**src/rtl/aes_sched_pkg.sv**
```systemverilog
// Shared definitions for the AES request scheduler: datapath width,
// requester-index width and the scheduler state encoding.
package aes_sched_pkg;

   localparam int AES_W = 128;
   localparam int IDX_W = 2;

   typedef enum logic [1:0] {
      ST_IDLE  = 2'd0,
      ST_ISSUE = 2'd1,
      ST_BUSY  = 2'd2,
      ST_RESP  = 2'd3
   } state_e;

endpackage

```
**src/rtl/aes_sched_rr_arbiter.sv**
```systemverilog
// Round-robin arbiter: picks the first requesting index at or after ptr,
// wrapping around, and returns it both one-hot and as an index.
import aes_sched_pkg::*;

module rr_arbiter #(
   parameter int NUM_REQ = 2
) (
   input  logic [NUM_REQ-1:0] req,
   input  logic [IDX_W-1:0]   ptr,
   output logic [NUM_REQ-1:0] grant,
   output logic [IDX_W-1:0]   grant_idx
);

   localparam int DW = IDX_W + 1;

   logic [DW-1:0] dist_s;
   logic [DW-1:0] best_s;

   // Distance of each requester from the pointer; keep the closest requesting one.
   always_comb begin
      best_s    = DW'(NUM_REQ);
      grant_idx = '0;
      dist_s    = '0;
      for (int j = 0; j < NUM_REQ; j++) begin
         if (DW'(j) >= {1'b0, ptr}) begin
            dist_s = DW'(j) - {1'b0, ptr};
         end else begin
            dist_s = DW'(j) + DW'(NUM_REQ) - {1'b0, ptr};
         end
         if (req[j] && (dist_s < best_s)) begin
            best_s    = dist_s;
            grant_idx = IDX_W'(j);
         end else begin
            best_s    = best_s;
            grant_idx = grant_idx;
         end
      end
   end

   // One-hot form of the winner; all zero when nobody requests.
   always_comb begin
      grant = '0;
      for (int j = 0; j < NUM_REQ; j++) begin
         grant[j] = (best_s != DW'(NUM_REQ)) && (grant_idx == IDX_W'(j));
      end
   end

endmodule

```
**src/rtl/aes_sched.sv**
```systemverilog
// Shares one AES core among NUM_REQ label-encryption lanes. One transaction
// at a time: grant, start the core, wait for done (or watchdog expiry), hold
// the tagged result until the consumer takes it.
import aes_sched_pkg::*;

module aes_sched #(
   parameter int NUM_REQ = 2,
   parameter int TAG_W   = 13,
   parameter int TIMEOUT = 64
) (
   input  logic                     clk,
   input  logic                     rst_n,
   input  logic [NUM_REQ-1:0]       req_valid,
   output logic [NUM_REQ-1:0]       req_ready,
   input  logic [NUM_REQ*AES_W-1:0] req_data,
   input  logic [NUM_REQ*TAG_W-1:0] req_tag,
   output logic                     aes_start,
   output logic [AES_W-1:0]         aes_state_init,
   input  logic                     aes_done,
   input  logic [AES_W-1:0]         aes_state_final,
   output logic                     rsp_valid,
   input  logic                     rsp_ready,
   output logic [IDX_W-1:0]         rsp_idx,
   output logic [TAG_W-1:0]         rsp_tag,
   output logic [AES_W-1:0]         rsp_data,
   output logic                     rsp_err,
   output logic                     err,
   input  logic                     err_clr
);

   localparam int WD_W = $clog2(TIMEOUT) + 1;

   state_e            state_r, state_nxt_s;
   logic [IDX_W-1:0]  rr_ptr_r, ptr_nxt_s;
   logic [AES_W-1:0]  init_r, data_r, sel_data_s;
   logic [TAG_W-1:0]  tag_r, sel_tag_s;
   logic [IDX_W-1:0]  idx_r;
   logic              rsp_err_r, err_r;
   logic [WD_W-1:0]   wd_r;
   logic              stale_r;
   logic [NUM_REQ-1:0] grant_s;
   logic [IDX_W-1:0]  grant_idx_s;
   logic              accept_s, expire_s, err_set_s;

   rr_arbiter #(.NUM_REQ(NUM_REQ)) u_arb (
      .req       (req_valid),
      .ptr       (rr_ptr_r),
      .grant     (grant_s),
      .grant_idx (grant_idx_s)
   );

   // The grant has to follow req_valid in the same cycle (a lane may withdraw),
   // so req_ready is decoded from the registered state and the arbiter.
   assign req_ready      = (state_r == ST_IDLE) ? grant_s : '0;
   assign accept_s       = (state_r == ST_IDLE) && (|req_valid);
   assign aes_start      = (state_r == ST_ISSUE);
   assign rsp_valid      = (state_r == ST_RESP);
   assign aes_state_init = init_r;
   assign rsp_idx        = idx_r;
   assign rsp_tag        = tag_r;
   assign rsp_data       = data_r;
   assign rsp_err        = rsp_err_r;
   assign err            = err_r;

   // Watchdog fires on the BUSY cycle whose count would reach TIMEOUT-1.
   assign expire_s  = (state_r == ST_BUSY) && (wd_r == WD_W'(TIMEOUT - 2));
   // A done outside BUSY is an error unless it is the leftover of an op aborted by reset.
   assign err_set_s = (expire_s && !aes_done) ||
                      (aes_done && (state_r != ST_BUSY) && !stale_r);

   // Mux the granted lane's label and gate id; next round-robin pointer.
   always_comb begin
      sel_data_s = '0;
      sel_tag_s  = '0;
      for (int i = 0; i < NUM_REQ; i++) begin
         if (grant_idx_s == IDX_W'(i)) begin
            sel_data_s = req_data[i*AES_W +: AES_W];
            sel_tag_s  = req_tag[i*TAG_W +: TAG_W];
         end else begin
            sel_data_s = sel_data_s;
            sel_tag_s  = sel_tag_s;
         end
      end
      if (grant_idx_s == IDX_W'(NUM_REQ - 1)) begin
         ptr_nxt_s = '0;
      end else begin
         ptr_nxt_s = grant_idx_s + IDX_W'(1);
      end
   end

   // Next-state logic of the transaction FSM.
   always_comb begin
      state_nxt_s = state_r;
      case (state_r)
         ST_IDLE: begin
            if (accept_s) state_nxt_s = ST_ISSUE;
            else          state_nxt_s = ST_IDLE;
         end
         ST_ISSUE: state_nxt_s = ST_BUSY;
         ST_BUSY: begin
            if (aes_done || expire_s) state_nxt_s = ST_RESP;
            else                      state_nxt_s = ST_BUSY;
         end
         ST_RESP: begin
            if (rsp_ready) state_nxt_s = ST_IDLE;
            else           state_nxt_s = ST_RESP;
         end
         default: state_nxt_s = ST_IDLE;
      endcase
   end

   // FSM state register.
   always_ff @(posedge clk or negedge rst_n) begin
      if (!rst_n) state_r <= ST_IDLE;
      else        state_r <= state_nxt_s;
   end

   // Transaction datapath: request latch, watchdog, result capture, error flag.
   always_ff @(posedge clk or negedge rst_n) begin
      if (!rst_n) begin
         rr_ptr_r  <= '0;
         init_r    <= '0;
         tag_r     <= '0;
         idx_r     <= '0;
         data_r    <= '0;
         rsp_err_r <= 1'b0;
         err_r     <= 1'b0;
         wd_r      <= '0;
         stale_r   <= 1'b1;
      end else begin
         if (accept_s) begin
            init_r   <= sel_data_s;
            tag_r    <= sel_tag_s;
            idx_r    <= grant_idx_s;
            rr_ptr_r <= ptr_nxt_s;
         end
         if (state_r == ST_ISSUE)     wd_r <= '0;
         else if (state_r == ST_BUSY) wd_r <= wd_r + WD_W'(1);
         if ((state_r == ST_BUSY) && aes_done) begin
            data_r    <= aes_state_final;
            rsp_err_r <= 1'b0;
         end else if (expire_s) begin
            data_r    <= '0;
            rsp_err_r <= 1'b1;
         end
         if (err_set_s)    err_r <= 1'b1;
         else if (err_clr) err_r <= 1'b0;
         // The first start or the first stray done ends the post-reset window.
         if ((state_r == ST_ISSUE) || (aes_done && (state_r != ST_BUSY))) stale_r <= 1'b0;
      end
   end

endmodule

```
**config.mk**
```make
export PLATFORM = sky130hd
export DESIGN_NAME = aes_sched
export DESIGN_NICKNAME = d
export VERILOG_FILES = /design/src/rtl/aes_sched_pkg.sv /design/src/rtl/aes_sched_rr_arbiter.sv /design/src/rtl/aes_sched.sv
export SDC_FILE = /design/constraint.sdc
export NUM_CORES = 1
export LEC_CHECK = 0
export BUFFER_PORTS_ARGS = -buffer_cell sky130_fd_sc_hd__buf_2
export CAP_MARGIN = 20
export CORE_AREA = 3 3 270 272
export DETAILED_ROUTE_END_ITERATION = 12
export DIE_AREA = 0 0 273 275
export SYNTH_ARGS = -nofsm -noshare
export SYNTH_HDL_FRONTEND = slang
export SYNTH_SLANG_ARGS = --single-unit
```
**constraint.sdc**
```tcl
create_clock -name clk -period 2.3 [get_ports clk]
set_input_delay 0.23 -clock clk [delete_from_list [all_inputs] [get_ports clk]]
set_output_delay 0.23 -clock clk [all_outputs]
set_load 0.01 [all_outputs]
```
==> flow_summary.toml <==
[power]
total_power_uw = 24200
power.density_nw_per_um2 = 1120
p_sw_share_pct = 36.0
comb_power_share_pct = 43.9
sequentialPowerShare_pct = 35.8
p_clk_share_pct = 20.3
vdd_drop_max_mv = 0.595
p_sw_uw = 8700
p_leak_uw = 0.0107
internal_power_uw = 15500

[global_routing]
antenna_found_initial = 8
grt_pass1_vias = 12600
grt_pass1_wl_mm = 74.4
grtUsageMet2_pct = 22.0
grt_max_degree = 86
grt_use_total_pct = 12.7
grt.overflow.total = 0
grt_util_met1_pct = 13.8
met3_usage_pct = 4.10
top_usage_layer = "met2"

[floorplanning]
rows = 98
die_area_um2 = 75100
core_area_um2 = 71000
die_h_um = 275
die_w_um = 273
initial_core_util_pct = 16.1
ios = 694

[layout]
layout-drive-gt1-share_pct = 40.6
syn_to_final_growth_pct = 88.1
layout_commonest_cell = "buf_2"
instances_no_fill = 2975
final_cell_mix = "buf_2 (690), dlygate4sd3_1 (409), dfrtp_1 (282), a22o_1 (129), and2_1 (107)"
layout.nets = 2424

[timing]
finalMaxSlewViolations = 0
rsz0062_at_grt = "true"
tightest_slew_ns = 0.805
fin_crit_sh_pct = 96.0
hold_viol_final = 0
period_needed_ns = 2.21
max_freq_mhz = 453
final.setup_skew_ns = 0.0176
relSlewSlack_pct = 46.1
setup_viol = 0

[setup_path]
cp.buffers_inverters = 2
crit_family = "buffers and inverters"
worst-path-max-fanout = 18
crit_chain = "and2_1 -> o2111ai_4 -> bufbuf_16 -> mux2i_1 -> dlygate4sd3_1 -> o21ai_0"
cp_slowest_cell = "dlygate4sd3_1"
path_class = "reg -> reg"
critPathLaunchType = "flop"
reg2reg_depth = 6
required_ns = 2.74
end_kind = "flop"
reg2reg_from = "rr_ptr_r[0]$_DFFE_PN0P_"
reg2reg_to = "aes_state_init[38]$_DFFE_PN0P_"
reg2reg_slack_ns = 0.09
slowest_delay_ns = 0.57
cp.arrival_ns = 2.65

[synthesis]
synth_top_family_by_area = "compound AO/OA/AOI/OAI gates"
seq_area_frac_synth_pct = 61.8
ys_ff_latch = 283
netlist-cell-type-count = 36
synth.area.mux_share_pct = 3.24
ys.warnings.count = 0
yosysTopAreaCell = "dfrtp_1"
synth_adder_area_share_pct = 0.874
avgSynthCellArea_um2 = 13.1
synthCells = 872
synth_area_leaders = "dfrtp_1 (62%), a22o_1 (9.9%), a221o_1 (9.3%)"
synth_top_cell_area_share_pct = 61.6
synth_compound_area_share_pct = 21.7
synthXorXnorAreaFrac_pct = 0.153
synth_simple_gate_area_share_pct = 8.16
syn_area_um2 = 11500

[hold_path]
min_from = "req_data[178]"
hp-class = "in -> reg"
hold_path_end = "aes_state_init[50]$_DFFE_PN0P_"
hold_depth = 3

[clock_network]
clk_pin_slew_ns = 0.06
cts_sinks = 283
cts.htree.levels = 1
clk_latency_ns = 0.58
cts_buffer_depth = 3
cts_root_buf = "clkbuf_16"
tritoncts = "yes"
cts_buffers = 31

[placement]
io_buffers = 692
place_inst = 2500
gp_congestion = 0.797
hpwl_mm = 35.0

[detailed_routing]
first_pass_iters = 4
avgRoutedWirePerCell_um = 17.4
drtAntennaViolNets = 0
wl_mm = 51.8
drc_errors = 0
drt_iter0_markers = 463
route.vias.total = 12100
viasPerCell = 4.05

[status]
status = "completed"

[run]
cap_violations = 0
-- metal layers --
metal  vias to the layer above  wire length, µm  part of all wire (%)
met5                         -               11                 0.021
met4                         2             2900                   5.6
met3                       125             4970                   9.6
met2                       648            25000                    48
met1                      5754            18900                    37
li1                       5532                -                     -
-- tightest hold or removal path, delay by kind of cell --
family	cells	cell delay [ns]
compound gates	1	0.14
mux	1	0.08
buf+inv	1	0.11
-- per-stage QoR --
stage	area, µm²	utilization, %	setup TNS [ns]	setup slack (ns)	hold WS, ns
after global placement	16300	23.0	-5.85	-0.122	0.268
final	21600	30.4	0	0.0924	0.0306
after global routing	21600	30.4	-0.0261	-0.0261	0.0404
after CTS	21500	30.3	0	0.00232	0.00755
after floorplan	11500	-	0	0.477	-0.0656
after detailed placement	16300	23.0	-4.91	-0.112	0.285
-- cells by family after synthesis --
logic type,count (synthesis)
flip-flops,283
adder cells (fa/ha/maj),8
other,2
buffers and inverters,85
AND/OR/NAND/NOR,167
XOR/XNOR,2
AO/OA/AOI/OAI,288
multiplexers,37
-- power by group through the flow --
stage          sequential, µW  combinational [µW]  clock (µW)
4_1_cts                  8610               10600        5110
6_report                 8650               10600        4920
2_1_floorplan            9580                4290           0
3_3_place_gp             8630                9770           0
5_1_grt                  8910               11500        5310
3_5_place_dp             8590                9910           0
-- Yosys cell counts (all sizes together) --
cell and number:
a221o 106, dfstp 1, a21oi 4, nor4b 1, a21o 2, a311o 1
o41ai 1, o2111ai 1, a22o 129, mux2 1, nor2b 3, nor4 1
o311ai 1, and3 2, xnor2 1, clkbuf 40, and2 108, buf 37
nand4 1, mux2i 36, o211a 1, o21ai 42, inv 8, xor2 1
nand2b 2, nand2 42, dfrtp 282, conb 2, nand3 2, ha 8
nor2 5
-- worst max path at each step --
stage,startpoint,endpoint,cells past startpoint
detailed placement,state_r[1]$_DFF_PN0_,aes_state_init[92]$_DFFE_PN0P_,6
CTS,rr_ptr_r[0]$_DFFE_PN0P_,req_ready[0],5
floorplan,wd_r[0]$_DFFE_PN0P_,rsp_data[100]$_DFFE_PN0P_,8
global route,rr_ptr_r[0]$_DFFE_PN0P_,aes_state_init[47]$_DFFE_PN0P_,6
finish,rr_ptr_r[0]$_DFFE_PN0P_,aes_state_init[38]$_DFFE_PN0P_,6
global placement,req_valid[0],aes_state_init[94]$_DFFE_PN0P_,7
-- timing repair --
| action | in CTS | in global routing |
|---|---|---|
| endpoints found under the hold margin | 334 | 0 |
| cloned | 2 | 0 |
| hold buffers | 409 | 0 |
| setup buffers | 3 | 2 |
| pin swaps | 0 | 1 |
| setup endpoints to repair | 96 | 24 |
| gates resized for setup | 2 | 5 |
-- sequential cells by signal, summed over array words and instances (netlist names) --
| signal | count |
|---|---|
| state_r | 2 |
| rsp_err | 1 |
| wd_r | 7 |
| rsp_tag | 13 |
| rsp_data | 128 |
| stale_r | 1 |
| err | 1 |
| rr_ptr_r | 1 |
| rsp_idx | 1 |
| aes_state_init | 128 |
-- cell type report --
type                       instances  area, µm²
clock buffer                      47        936
multi-input combinational        507       4000
tap                              950       1190
sequential                       283       7080
inverter                           8       30.0
antenna                            4       10.0
fill                            7080      49400
timing repair buffer            1168       8240
clock inverter                     8       67.6
(Power assumes the default switching activity.)
